## config.mk

```make
export PLATFORM = sky130hd
export DESIGN_NAME = ssit_update_ctrl
export DESIGN_NICKNAME = d
export VERILOG_FILES = /design/src/rtl/Falco_pkg.sv /design/src/rtl/sync_fifo.sv /design/src/rtl/ssit_update_ctrl.sv
export SDC_FILE = /design/constraint.sdc
export NUM_CORES = 1
export LEC_CHECK = 0
export ABC_AREA = 1
export BUFFER_PORTS_ARGS = -buffer_cell sky130_fd_sc_hd__clkbuf_2
export CORE_ASPECT_RATIO = 2
export CORE_MARGIN = 1.5
export CORE_UTILIZATION = 55
export CTS_BUF_LIST = sky130_fd_sc_hd__clkbuf_8
export DETAILED_ROUTE_END_ITERATION = 8
export PLACE_DENSITY = 0.81
export SLEW_MARGIN = 10
export SYNTH_ARGS = -nofsm -noshare
export SYNTH_HDL_FRONTEND = slang
export SYNTH_SLANG_ARGS = --single-unit
```

## constraint.sdc

```tcl
create_clock -name clk -period 6.7 [get_ports clk]
set_clock_uncertainty 0.05 [all_clocks]
set_input_delay 2.01 -clock clk [delete_from_list [all_inputs] [get_ports clk]]
set_output_delay 2.01 -clock clk [all_outputs]
set_load 0.005 [all_outputs]
```

## src/rtl/Falco_pkg.sv

```systemverilog
// Shared SSIT/LFST widths, training request record and controller state
// encoding for the store set ID table write path.
package Falco_pkg;

    localparam int SSIT_WIDTH = 10;
    localparam int LFST_WIDTH = 11;

    localparam logic [LFST_WIDTH-1:0] SSIT_DEVICE_ID      = LFST_WIDTH'(1);
    localparam logic [LFST_WIDTH-1:0] SSIT_FIRST_ALLOC_ID = LFST_WIDTH'(2);

    typedef struct packed {
        logic [SSIT_WIDTH-1:0] ld_pc;
        logic [SSIT_WIDTH-1:0] st_pc;
        logic [LFST_WIDTH-1:0] ld_id;
        logic [LFST_WIDTH-1:0] st_id;
    } ssit_viol_t;

    typedef enum logic {
        SSIT_CLEAR = 1'b0,
        SSIT_IDLE  = 1'b1
    } ssit_ctrl_state_t;

    // IDs 0 (no set) and 1 (device set) are reserved, so wrap back to 2.
    function automatic logic [LFST_WIDTH-1:0] next_alloc(input logic [LFST_WIDTH-1:0] id);
        if (id == {LFST_WIDTH{1'b1}}) begin
            return SSIT_FIRST_ALLOC_ID;
        end else begin
            return id + LFST_WIDTH'(1);
        end
    endfunction

endpackage

```

## src/rtl/sync_fifo.sv

```systemverilog
// Single-clock FIFO with occupancy count; push/pop are ignored when full/empty.
module sync_fifo #(
    parameter int WIDTH = 8,
    parameter int DEPTH = 4
) (
    input  logic                     clk,
    input  logic                     rst,
    input  logic                     push,
    input  logic                     pop,
    input  logic [WIDTH-1:0]         din,
    output logic [WIDTH-1:0]         dout,
    output logic                     full,
    output logic                     empty,
    output logic [$clog2(DEPTH):0]   count
);

    localparam int AW = $clog2(DEPTH);

    logic [WIDTH-1:0] mem_r [DEPTH];
    logic [AW-1:0]    wr_ptr_r;
    logic [AW-1:0]    rd_ptr_r;
    logic [AW:0]      count_r;
    logic             push_s;
    logic             pop_s;

    assign full   = (count_r == (AW+1)'(DEPTH));
    assign empty  = (count_r == '0);
    assign count  = count_r;
    assign dout   = mem_r[rd_ptr_r];
    assign push_s = push & ~full;
    assign pop_s  = pop & ~empty;

    // Storage array; contents are don't-care until written.
    always_ff @(posedge clk) begin
        if (push_s) begin
            mem_r[wr_ptr_r] <= din;
        end
    end

    // Pointers and occupancy; simultaneous push and pop leave the count unchanged.
    always_ff @(posedge clk) begin
        if (rst) begin
            wr_ptr_r <= '0;
            rd_ptr_r <= '0;
            count_r  <= '0;
        end else begin
            if (push_s) begin
                wr_ptr_r <= wr_ptr_r + AW'(1);
            end
            if (pop_s) begin
                rd_ptr_r <= rd_ptr_r + AW'(1);
            end
            case ({push_s, pop_s})
                2'b10:   count_r <= count_r + (AW+1)'(1);
                2'b01:   count_r <= count_r - (AW+1)'(1);
                default: count_r <= count_r;
            endcase
        end
    end

endmodule

```

## src/rtl/ssit_update_ctrl.sv

```systemverilog
// SSIT write-side controller: clear sweep, store-set merge/allocation and
// device pinning, arbitrated onto the table's two registered write ports.
module ssit_update_ctrl
    import Falco_pkg::*;
#(
    parameter int FIFO_DEPTH     = 4,
    parameter int CLEAR_INTERVAL = 65536
) (
    input  logic                  clk,
    input  logic                  rst,
    input  logic                  viol_valid,
    output logic                  viol_ready,
    input  logic [SSIT_WIDTH-1:0] viol_ld_pc,
    input  logic [SSIT_WIDTH-1:0] viol_st_pc,
    input  logic [LFST_WIDTH-1:0] viol_ld_id,
    input  logic [LFST_WIDTH-1:0] viol_st_id,
    input  logic                  dev_valid,
    output logic                  dev_ready,
    input  logic [SSIT_WIDTH-1:0] dev_pc,
    input  logic                  clear_req,
    output logic                  wr_a_en,
    output logic [SSIT_WIDTH-1:0] wr_a_addr,
    output logic [LFST_WIDTH-1:0] wr_a_data,
    output logic                  wr_b_en,
    output logic [SSIT_WIDTH-1:0] wr_b_addr,
    output logic [LFST_WIDTH-1:0] wr_b_data,
    output logic                  clearing
);

    localparam int CNT_W = $clog2(FIFO_DEPTH) + 1;

    ssit_ctrl_state_t      state_r, state_s;
    logic [SSIT_WIDTH-2:0] sweep_idx_r, sweep_idx_s;
    logic [31:0]           interval_r, interval_s;
    logic [LFST_WIDTH-1:0] alloc_r, alloc_s;
    logic                  dev_full_r;
    logic [SSIT_WIDTH-1:0] dev_pc_r;
    logic                  dev_issue_s;

    ssit_viol_t            push_data_s;
    ssit_viol_t            head_s;
    logic                  fifo_push_s, fifo_pop_s;
    logic                  fifo_full_s, fifo_empty_s;
    logic [CNT_W-1:0]      fifo_count_s;

    logic                  a_en_s, b_en_s;
    logic [SSIT_WIDTH-1:0] a_addr_s, b_addr_s;
    logic [LFST_WIDTH-1:0] a_data_s, b_data_s;

    assign push_data_s = '{ld_pc: viol_ld_pc, st_pc: viol_st_pc, ld_id: viol_ld_id, st_id: viol_st_id};
    assign fifo_push_s = viol_valid & ~fifo_full_s;
    assign viol_ready  = (fifo_count_s != CNT_W'(FIFO_DEPTH));
    assign dev_ready   = ~dev_full_r;
    assign clearing    = (state_r == SSIT_CLEAR);

    sync_fifo #(
        .WIDTH ($bits(ssit_viol_t)),
        .DEPTH (FIFO_DEPTH)
    ) u_viol_fifo (
        .clk   (clk),
        .rst   (rst),
        .push  (fifo_push_s),
        .pop   (fifo_pop_s),
        .din   (push_data_s),
        .dout  (head_s),
        .full  (fifo_full_s),
        .empty (fifo_empty_s),
        .count (fifo_count_s)
    );

    // Next-state, sweep/interval/allocator update and write-port selection.
    always_comb begin
        state_s     = state_r;
        sweep_idx_s = sweep_idx_r;
        interval_s  = interval_r;
        alloc_s     = alloc_r;
        dev_issue_s = 1'b0;
        fifo_pop_s  = 1'b0;
        a_en_s      = 1'b0;
        a_addr_s    = '0;
        a_data_s    = '0;
        b_en_s      = 1'b0;
        b_addr_s    = '0;
        b_data_s    = '0;
        case (state_r)
            SSIT_CLEAR: begin
                a_en_s   = 1'b1;
                a_addr_s = {sweep_idx_r, 1'b0};
                b_en_s   = 1'b1;
                b_addr_s = {sweep_idx_r, 1'b1};
                if (sweep_idx_r == {(SSIT_WIDTH-1){1'b1}}) begin
                    state_s     = SSIT_IDLE;
                    sweep_idx_s = '0;
                    interval_s  = '0;
                    alloc_s     = SSIT_FIRST_ALLOC_ID;
                end else begin
                    sweep_idx_s = sweep_idx_r + (SSIT_WIDTH-1)'(1);
                end
            end
            SSIT_IDLE: begin
                if (clear_req || (interval_r == 32'(CLEAR_INTERVAL - 1))) begin
                    state_s     = SSIT_CLEAR;
                    sweep_idx_s = '0;
                    interval_s  = '0;
                end else begin
                    interval_s = interval_r + 32'd1;
                end
                if (dev_full_r) begin
                    dev_issue_s = 1'b1;
                    a_en_s      = 1'b1;
                    a_addr_s    = dev_pc_r;
                    a_data_s    = SSIT_DEVICE_ID;
                end else if (!fifo_empty_s) begin
                    fifo_pop_s = 1'b1;
                    // Merge toward the larger ID; a zero ID is simply the smallest.
                    if ((head_s.ld_id == '0) && (head_s.st_id == '0)) begin
                        a_en_s   = 1'b1;
                        a_addr_s = head_s.ld_pc;
                        a_data_s = alloc_r;
                        b_en_s   = 1'b1;
                        b_addr_s = head_s.st_pc;
                        b_data_s = alloc_r;
                        alloc_s  = next_alloc(alloc_r);
                    end else if (head_s.ld_id < head_s.st_id) begin
                        a_en_s   = 1'b1;
                        a_addr_s = head_s.ld_pc;
                        a_data_s = head_s.st_id;
                    end else if (head_s.st_id < head_s.ld_id) begin
                        a_en_s   = 1'b1;
                        a_addr_s = head_s.st_pc;
                        a_data_s = head_s.ld_id;
                    end else begin
                        a_en_s = 1'b0;
                    end
                end else begin
                    dev_issue_s = 1'b0;
                end
            end
            default: begin
                state_s     = SSIT_CLEAR;
                sweep_idx_s = '0;
            end
        endcase
    end

    // Controller state, counters and registered write ports.
    always_ff @(posedge clk) begin
        if (rst) begin
            state_r     <= SSIT_CLEAR;
            sweep_idx_r <= '0;
            interval_r  <= '0;
            alloc_r     <= SSIT_FIRST_ALLOC_ID;
            wr_a_en     <= 1'b0;
            wr_a_addr   <= '0;
            wr_a_data   <= '0;
            wr_b_en     <= 1'b0;
            wr_b_addr   <= '0;
            wr_b_data   <= '0;
        end else begin
            state_r     <= state_s;
            sweep_idx_r <= sweep_idx_s;
            interval_r  <= interval_s;
            alloc_r     <= alloc_s;
            wr_a_en     <= a_en_s;
            wr_a_addr   <= a_addr_s;
            wr_a_data   <= a_data_s;
            wr_b_en     <= b_en_s;
            wr_b_addr   <= b_addr_s;
            wr_b_data   <= b_data_s;
        end
    end

    // Single-entry device holding register; filled only when empty.
    always_ff @(posedge clk) begin
        if (rst) begin
            dev_full_r <= 1'b0;
            dev_pc_r   <= '0;
        end else if (dev_valid && !dev_full_r) begin
            dev_full_r <= 1'b1;
            dev_pc_r   <= dev_pc;
        end else if (dev_issue_s) begin
            dev_full_r <= 1'b0;
        end else begin
            dev_full_r <= dev_full_r;
        end
    end

endmodule

```

==> results of run 1 <==
path summary, 6_finish.rpt:
check | cells after the start | slack, ns | end
worst max-delay path | 16 | 2.25 | wr_a_addr[2]$_SDFF_PP0_
worst min-delay path | 2 | 0.42 | interval_r[30]$_SDFFE_PP0P_
worst max register to register | 16 | 2.25 | wr_a_addr[2]$_SDFF_PP0_
worst min register to register | 2 | 0.42 | interval_r[30]$_SDFFE_PP0P_
layout by cell type (no fill, tap or decap), drive strengths merged:
cell,count
a211oi,3
a21o,1
a21oi,95
a221oi,1
a22oi,6
a31oi,3
a32o,7
and2,1
buf,12
bufinv,5
clkbuf,148
clkinv,9
clkinvlp,2
dfxtp,117
diode,1
edfxtp,168
fa,1
ha,20
inv,126
nand2,409
nand3,117
nand3b,6
nand4,21
nor2,127
nor3,18
nor4,4
o211ai,1
o21a,1
o21ai,47
o21bai,1
o22ai,11
o31ai,1
or2,6
xnor2,2
xor2,23
state kept, by name, summed over array words and instances, names as in the netlist, 3 cells and up, named ones only:
name / count
alloc_r: 11
dev_pc_r: 10
interval_r: 32
sweep_idx_r: 9
u_viol_fifo.count: 3
u_viol_fifo.mem_r: 168
wr_a_addr: 10
wr_a_data: 11
wr_b_addr: 10
wr_b_data: 11
metal layers:
metal / wire length (µm) / GRT usage / up-vias
li1: - / - / 4856
met1: 11100 / 0.284 / 4715
met2: 16700 / 0.486 / 347
met3: 1720 / 0.0560 / 135
met4: 2340 / 0.201 / 0
met5: 0 / 0 / -
cell families (layout without fill, tap and decap cells):
| family | count (synthesis) | after routing | synth area share |
|---|---|---|---|
| buf+inv | 176 | 302 | 0.0590 |
| flops | 285 | 285 | 0.586 |
| compound gates | 178 | 178 | 0.0785 |
| xor+xnor | 25 | 25 | 0.0174 |
| fa+ha+maj | 21 | 21 | 0.0214 |
| simple gates | 709 | 709 | 0.238 |
| other cells | 0 | 1 | 0 |
worst reg2reg max path, stage by stage (launching register included):
cell and delay (ns):
sky130_fd_sc_hd__dfxtp_1 0.30, sky130_fd_sc_hd__buf_4 0.25, sky130_fd_sc_hd__inv_2 0.59, sky130_fd_sc_hd__nand3_1 0.20
sky130_fd_sc_hd__nand2_1 0.16, sky130_fd_sc_hd__inv_1 0.06, sky130_fd_sc_hd__ha_1 0.29, sky130_fd_sc_hd__nand2_1 0.07
sky130_fd_sc_hd__nor2_1 0.20, sky130_fd_sc_hd__and2_1 0.18, sky130_fd_sc_hd__nand2_1 0.18, sky130_fd_sc_hd__nand3_1 0.49
sky130_fd_sc_hd__nand2_1 0.67, sky130_fd_sc_hd__o21ai_0 0.39, sky130_fd_sc_hd__nand2_1 0.09, sky130_fd_sc_hd__nand3_1 0.09
sky130_fd_sc_hd__a21oi_1 0.06
power by group:
group,switching (mW),internal (mW)
Clock,0.658,0.818
Combinational,0.156,0.0700
Sequential,0.0204,1.92
area by class of cell:
type	count	area [µm²]
sequential	285	7390
inverter	115	432
tap	280	350
antenna	1	2.50
clock buffer	45	619
clock inverter	27	259
fill	1894	8380
multi-input combinational	933	4510
timing repair buffer	115	606
==> results.txt, run 1 <==
----------------------------------------------------
[Run status]
  Status ... complete, no violations

[Routing]
  TritonRoute pass-1 iters ... 7
  DRC Markers ... 0
  Count of vias placed by the detailed router ... 10,100
  Number of vias per cell after detailed routing ... 5.58
  Detailed Route Iter0 Violations ... 675
  Routed length per instance ... 17.6 µm
  DRT Wirelength ... 31,800 µm
  Final ANT Viol Nets ... 0

[Clocking]
  Clock H-tree levels ... 2
  Number of buffers inserted by post-CTS setup repair ... 0
  Root cell of the clock tree ... sky130_fd_sc_hd__clkbuf_8
  Quantity of gates resized following cts ... 0
  Total clock buffers created by CTS ... 40
  CTS clk-pin slew, worst paths ... 0.07 ns
  Count of hold-fix buffers inserted at cts ... 0
  TritonCTS clock tree ... done
  Clock latency of the later-clocked register in the worst-skew pair ... 0.57 ns
  Number of sinks on the clock net ... 285
  Clk buf depth ... 3

[STA]
  RSZ-0062 raised after global routing ... no
  Slew at the pin with the worst max-slew slack ... 1.06 ns
  Peak Freq ... 0.225 GHz
  Number of max-slew violations in the final report ... 0
  Final setup violation count ... 0
  Final Hold Vio Count ... 0
  Final critical delay including setup and external delays ... 4.45 ns
  Worst Hold Slack ... 0.418 ns
  Relative max-transition margin ... 0.290
  Share of the clock period used by the worst path after layout ... 0.664
  Total negative slack ... 0 ns
  Minimum setup slack in the final design ... 2.25 ns

[Logic synthesis]
  Post-synth net total ... 1,472
  Post-synthesis instance area ... 0.0126 mm²
  Count of unique library cells instantiated by Yosys ... 44
  Commonest cells in the netlist ... sky130_fd_sc_hd__nand2_1, sky130_fd_sc_hd__edfxtp_1, sky130_fd_sc_hd__nor2_1
  Warnings, synthesis ... 0
  Cell taking the most area after synthesis ... sky130_fd_sc_hd__edfxtp_1
  Post-Synthesis Mean Instance Area ... 9.04 µm²
  Yosys top cell area share ... 0.400
  Top flip-flop cell by instance count after synthesis ... sky130_fd_sc_hd__edfxtp_1
  Largest cells by area after synthesis ... sky130_fd_sc_hd__edfxtp_1, sky130_fd_sc_hd__dfxtp_1, sky130_fd_sc_hd__nand2_1
  Proportion of register bits with asynchronous set or reset after synthesis ... 0
  Post-synth EDFFs ... 168
  Number of instances in the synthesized netlist ... 1,394
  Part of the Yosys area used for sequential elements ... 0.586
  Most frequently used cell type in the post-synthesis netlist ... sky130_fd_sc_hd__nand2_1
  #FFs+latches synth ... 285

[Placed design]
  HPWL reported at the end of detailed placement ... 21,900 µm
  DP Worst Slack ... 2.32 ns
  Instance count after placement with tap cells included ... 1,728
  Placed cell areas ... 0.0133 mm²
  Routability congestion estimate from global placement ... 0.987
  Number of buffers inserted by port buffering ... 103

[Finish]
  Proportion of layout cells with a drive suffix above 1 ... 0.134
  Post-route design area ... 0.0142 mm²
  P&R area growth vs syn ... 12.4%
  Share of the core filled with cells ... 0.628
  Layout Cells excl Fill ... 1,801
  Final layout net count ... 1,568

[Floorplan]
  Num rows ... 78
  Initial standard-cell utilization of the core ... 0.559
  Width of the die ... 110 µm
  Floorplan core area ... 0.0225 mm²
  Die area ... 0.0239 mm²
  Number of placed I/O pins ... 104
  Vertical die dimension ... 217 µm

[Worst setup path]
  Maximum single-stage delay on the critical path ... 0.66 ns
  Endpoint type of the worst setup path ... flop
  Startpoint-to-endpoint class of the critical path ... reg -> reg
  Cell chain of the critical path ... buf_4 > inv_2 > nand3_1 > nand2_1 > inv_1 > ha_1 > nand2_1 > nor2_1 > and2_1 > nand2_1 > nand3_1 > nand2_1 > o21ai_0 > nand2_1 > nand3_1 > a21oi_1
  CP most frequent cell ... sky130_fd_sc_hd__nand2_1
  Startpoint type of the worst setup path ... flop
  Critical-path cell with the highest stage delay ... sky130_fd_sc_hd__nand2_1
  CP Data Required Time ... 7.06 ns
  Worst path arrival time ... 4.81 ns
  Top delay family on crit path ... simple AND/OR/NAND/NOR gates
  Total buffers and inverters traversed by the critical path ... 3
  Worst-path maximum fanout ... 36

[Global routing]
  Pin count of the biggest net entering global routing ... 95
  Number of global-route vias before repair ... 10,000
  All-layer global routing usage ... 0.278
  First-pass GRT wire length ... 50,000 µm
  Overflow left after global routing ... 0
  Initial antenna violation count ... 1

[Pwr]
  Cell leakage power ... 5.71 nW
  Total Power Consumption ... 3.64 mW
  VDD IR-drop max ... 311 µV
  Power per standard cell area ... 257 mW/mm²

[Flow run]
  Max-cap check violation count ... 0

[Hold path]
  Min-delay worst type ... reg -> reg
  Worst Min Path Start ... interval_r[30]$_SDFFE_PP0P_

----------------------------------------------------
(Power assumes the default switching activity.)
==> inputs of run 2 (changes only) <==
Settings changed: ABC_AREA 1 to 0, PLACE_DENSITY 0.81 to 0.82.
Clock period 6.7 ns to 4.38 ns, I/O delays scaled along.
==> results.txt, run 2 <==
----------------------------------------------------
[Run status]
  Status ... complete, no violations

[Clocking]
  Number of sinks on the clock net ... 285 (unchanged)
  TritonCTS clock tree ... done
  CTS clk-pin slew, worst paths ... 0.07 ns (about the same)
  Number of buffers inserted by post-CTS setup repair ... 0 (unchanged)
  Root cell of the clock tree ... sky130_fd_sc_hd__clkbuf_8
  Quantity of gates resized following cts ... 0 (unchanged)
  Clock latency of the later-clocked register in the worst-skew pair ... 0.57 ns (about the same)
  Clk buf depth ... 3 (unchanged)
  Total clock buffers created by CTS ... 40 (unchanged)
  Clock H-tree levels ... 2 (unchanged)
  Count of hold-fix buffers inserted at cts ... 0 (unchanged)

[Floorplan]
  Vertical die dimension ... 208 µm (-4.0%)
  Die area ... 0.0220 mm² (-7.8%)
  Num rows ... 75 (-3.8%)
  Width of the die ... 106 µm (-3.9%)
  Number of placed I/O pins ... 104 (unchanged)
  Floorplan core area ... 0.0208 mm² (-7.6%)
  Initial standard-cell utilization of the core ... 0.557 (-0.00206)

[Global routing]
  First-pass GRT wire length ... 41,400 µm (-17%)
  Global-route met3 utilization ... 0.0332 (-0.0228)
  Global-route track usage on met1 ... 0.266 (-0.0189)
  All-layer global routing usage ... 0.243 (-0.0349)
  Most utilized layer in the global route result ... met2
  Number of global-route vias before repair ... 7,813 (-22%)
  Initial antenna violation count ... 0 (-1)
  Met2 usage in global routing ... 0.449 (-0.0376)
  Overflow left after global routing ... 0 (unchanged)
  Pin count of the biggest net entering global routing ... 53 (-44%)

[Logic synthesis]
  #FFs+latches synth ... 285 (unchanged)
  Top flip-flop cell by instance count after synthesis ... sky130_fd_sc_hd__edfxtp_1
  Warnings, synthesis ... 0 (unchanged)
  Count of unique library cells instantiated by Yosys ... 53 (+20%)
  Post-synthesis instance area ... 0.0116 mm² (-7.9%)
  Cell taking the most area after synthesis ... sky130_fd_sc_hd__edfxtp_1
  Number of instances in the synthesized netlist ... 887 (-36%)
  Yosys top cell area share ... 0.435 (+0.0345)
  Part of the Yosys area used for sequential elements ... 0.637 (+0.0505)
  Post-synth net total ... 965 (-34%)
  Post-synth EDFFs ... 168 (unchanged)
  Largest cells by area after synthesis ... sky130_fd_sc_hd__edfxtp_1, sky130_fd_sc_hd__dfxtp_1, sky130_fd_sc_hd__mux4_2
  Commonest cells in the netlist ... sky130_fd_sc_hd__edfxtp_1, sky130_fd_sc_hd__dfxtp_1, sky130_fd_sc_hd__nand2_1
  Post-Synthesis Mean Instance Area ... 13.1 µm² (+45%)
  Most frequently used cell type in the post-synthesis netlist ... sky130_fd_sc_hd__edfxtp_1
  Proportion of register bits with asynchronous set or reset after synthesis ... 0 (unchanged)

[STA]
  Number of max-slew violations in the final report ... 0 (unchanged)
  Slew at the pin with the worst max-slew slack ... 1.10 ns (+0.0381 ns)
  Relative max-transition margin ... 0.258 (-0.0314)
  Share of the clock period used by the worst path after layout ... 0.795 (+0.131)
  Minimum setup slack in the final design ... 0.900 ns (-1.35 ns)
  Final Hold Vio Count ... 0 (unchanged)
  Peak Freq ... 0.287 GHz (+28%)
  Final critical delay including setup and external delays ... 3.48 ns (-0.967 ns)
  Total negative slack ... 0 ns (unchanged)
  Final setup violation count ... 0 (unchanged)
  RSZ-0062 raised after global routing ... no

[Worst setup path]
  Startpoint-to-endpoint class of the critical path ... reg -> reg
  Critical-path cell with the highest stage delay ... sky130_fd_sc_hd__dfxtp_2
  CP Data Required Time ... 4.75 ns (-2.31 ns)
  Top delay family on crit path ... simple AND/OR/NAND/NOR gates
  Worst path arrival time ... 3.85 ns (-0.96 ns)
  Total buffers and inverters traversed by the critical path ... 1 (-2)
  Startpoint type of the worst setup path ... flop
  CP most frequent cell ... sky130_fd_sc_hd__nor2_1
  Worst-path maximum fanout ... 16 (-56%)
  Cell chain of the critical path ... buf_4 > mux4_2 > nor4_1 > nand2_1 > nor2_1 > nor2_1 > a21o_1
  Maximum single-stage delay on the critical path ... 0.68 ns (+0.02 ns)
  Endpoint type of the worst setup path ... flop

[Routing]
  Detailed Route Iter0 Violations ... 560 (-17%)
  DRC Markers ... 0 (unchanged)
  Final ANT Viol Nets ... 0 (unchanged)
  Routed length per instance ... 20.5 µm (+16%)
  TritonRoute pass-1 iters ... 5 (-2)
  DRT Wirelength ... 26,700 µm (-16%)
  Count of vias placed by the detailed router ... 7,920 (-21%)
  Number of vias per cell after detailed routing ... 6.09 (+9.1%)

[Finish]
  Proportion of layout cells with a drive suffix above 1 ... 0.232 (+0.0983)
  Number of inserted filler cells in the final layout ... 1,538 (-19%)
  P&R area growth vs syn ... 14.9%
  Flip-flop count of the largest register, all copies and words added ... 168 (unchanged)
  Count of antenna diodes in the layout ... 0 (-1)
  Most used cells in the layout excluding fill and tap cells ... sky130_fd_sc_hd__edfxtp_1, sky130_fd_sc_hd__dfxtp_1, sky130_fd_sc_hd__clkbuf_2, sky130_fd_sc_hd__nand2_1, sky130_fd_sc_hd__nor2_1
  Layout Cells excl Fill ... 1,300 (-28%)
  Final layout net count ... 1,077 (-31%)
  Register with the most flip-flops ... u_viol_fifo.mem_r
  Most common cell after layout, fill and taps aside ... sky130_fd_sc_hd__edfxtp_1
  Largest registers in the final layout ... u_viol_fifo.mem_r x168, interval_r x32

[Pwr]
  VDD IR-drop max ... 498 µV (+60%)
  Net switching power figure ... 1.24 mW (+49%)
  Cell leakage power ... 4.89 nW (-14%)
  Power share of the combinational group ... 0.054 (-0.008)
  Clock share of power ... 0.426 (+0.021)
  Power per standard cell area ... 427 mW/mm² (+66%)
  Register share of total power ... 0.520 (-0.012)
  Sw Share ... 0.218 (-0.0114)
  Total Power Consumption ... 5.70 mW (+57%)
  Cell-internal power ... 4.46 mW (+59%)

[Placed design]
  Instance count after placement with tap cells included ... 1,226 (-29%)
  DP Worst Slack ... 0.909 ns (-1.41 ns)
  Number of buffers inserted by port buffering ... 103 (unchanged)
  HPWL reported at the end of detailed placement ... 18,600 µm (-15%)
  Routability congestion estimate from global placement ... 0.945 (-4.3%)

[Flow run]
  Max-cap check violation count ... 0 (unchanged)

[Hold path]
  Min-delay worst type ... reg -> reg
  Worst Min Path Start ... dev_pc_r[7]$_SDFFE_PP0P_

----------------------------------------------------
==> run 2: cell types whose count changed after synthesis, sizes merged, moves of 22 or more <==
cell,change
nand3,-102
and3,+22
mux4,+42
a21oi,-50
nor2,-64
inv,-87
nand2,-327
==> run 2: tightest hold or removal path, delay by kind of cell (launching register included) <==
family             cells  cell delay [ns]
AOI/OAI and AO/OA      1             0.05
and+or+nand+nor        1             0.05
DFF                    1             0.31
==> run 2: power by group through the flow <==
stage               sequential [mW]  combinational, mW  clock, mW
detailed placement             3.02              0.305          0
finish                         2.96              0.307       2.42
global placement               3.02              0.302          0
CTS                            2.96              0.307       2.46
global route                   2.97              0.332       2.57
floorplan                      3.01              0.182          0
==> run 2: final timing paths <==
check / slack (ns) / end / cells after the start
worst min register to register: 0.40 / dev_pc_r[7]$_SDFFE_PP0P_ / 2
worst min-delay path: 0.40 / dev_pc_r[7]$_SDFFE_PP0P_ / 2
worst max register to register: 0.90 / wr_a_data[9]$_SDFF_PP0_ / 7
worst max-delay path: 0.90 / wr_a_data[9]$_SDFF_PP0_ / 7
==> run 2: through the flow <==
step | util | hold WS (ns) | instance area, µm²
after global placement | 0.595 | 0.390 | 12400
after CTS | 0.640 | 0.405 | 13300
after floorplan | - | 0.382 | 11600
after detailed placement | 0.595 | 0.395 | 12400
final | 0.640 | 0.404 | 13300
after global routing | 0.640 | 0.429 | 13300
==> run 2: logic make-up after synthesis <==
group / Yosys count / synth area share
adders and majority gates: 21 / 0.0233
muxes: 53 / 0.0910
buffers and inverters: 73 / 0.0254
xor gates and xnor gates: 8 / 0.00604
and+or+nand+nor: 267 / 0.115
AOI/OAI and AO/OA: 180 / 0.103
DFF: 285 / 0.637
==> run 2: cell type report <==
type                    count  area (µm²)  share of cell area
clock inverters            34         397              0.0297
multi-input cells         529        3950               0.296
repair buffers            114         611              0.0458
inverters                  29         109             0.00816
well taps                 269         337              0.0252
clock buffers              40         551              0.0413
flip-flops and latches    285        7390               0.554
==> run 2: layer usage <==
| layer | part of all wire | wire length (µm) |
|---|---|---|
| met1 | 0.36 | 9580 |
| met4 | 0.048 | 1270 |
| met2 | 0.55 | 14600 |
| met5 | 0 | 0 |
| met3 | 0.046 | 1220 |
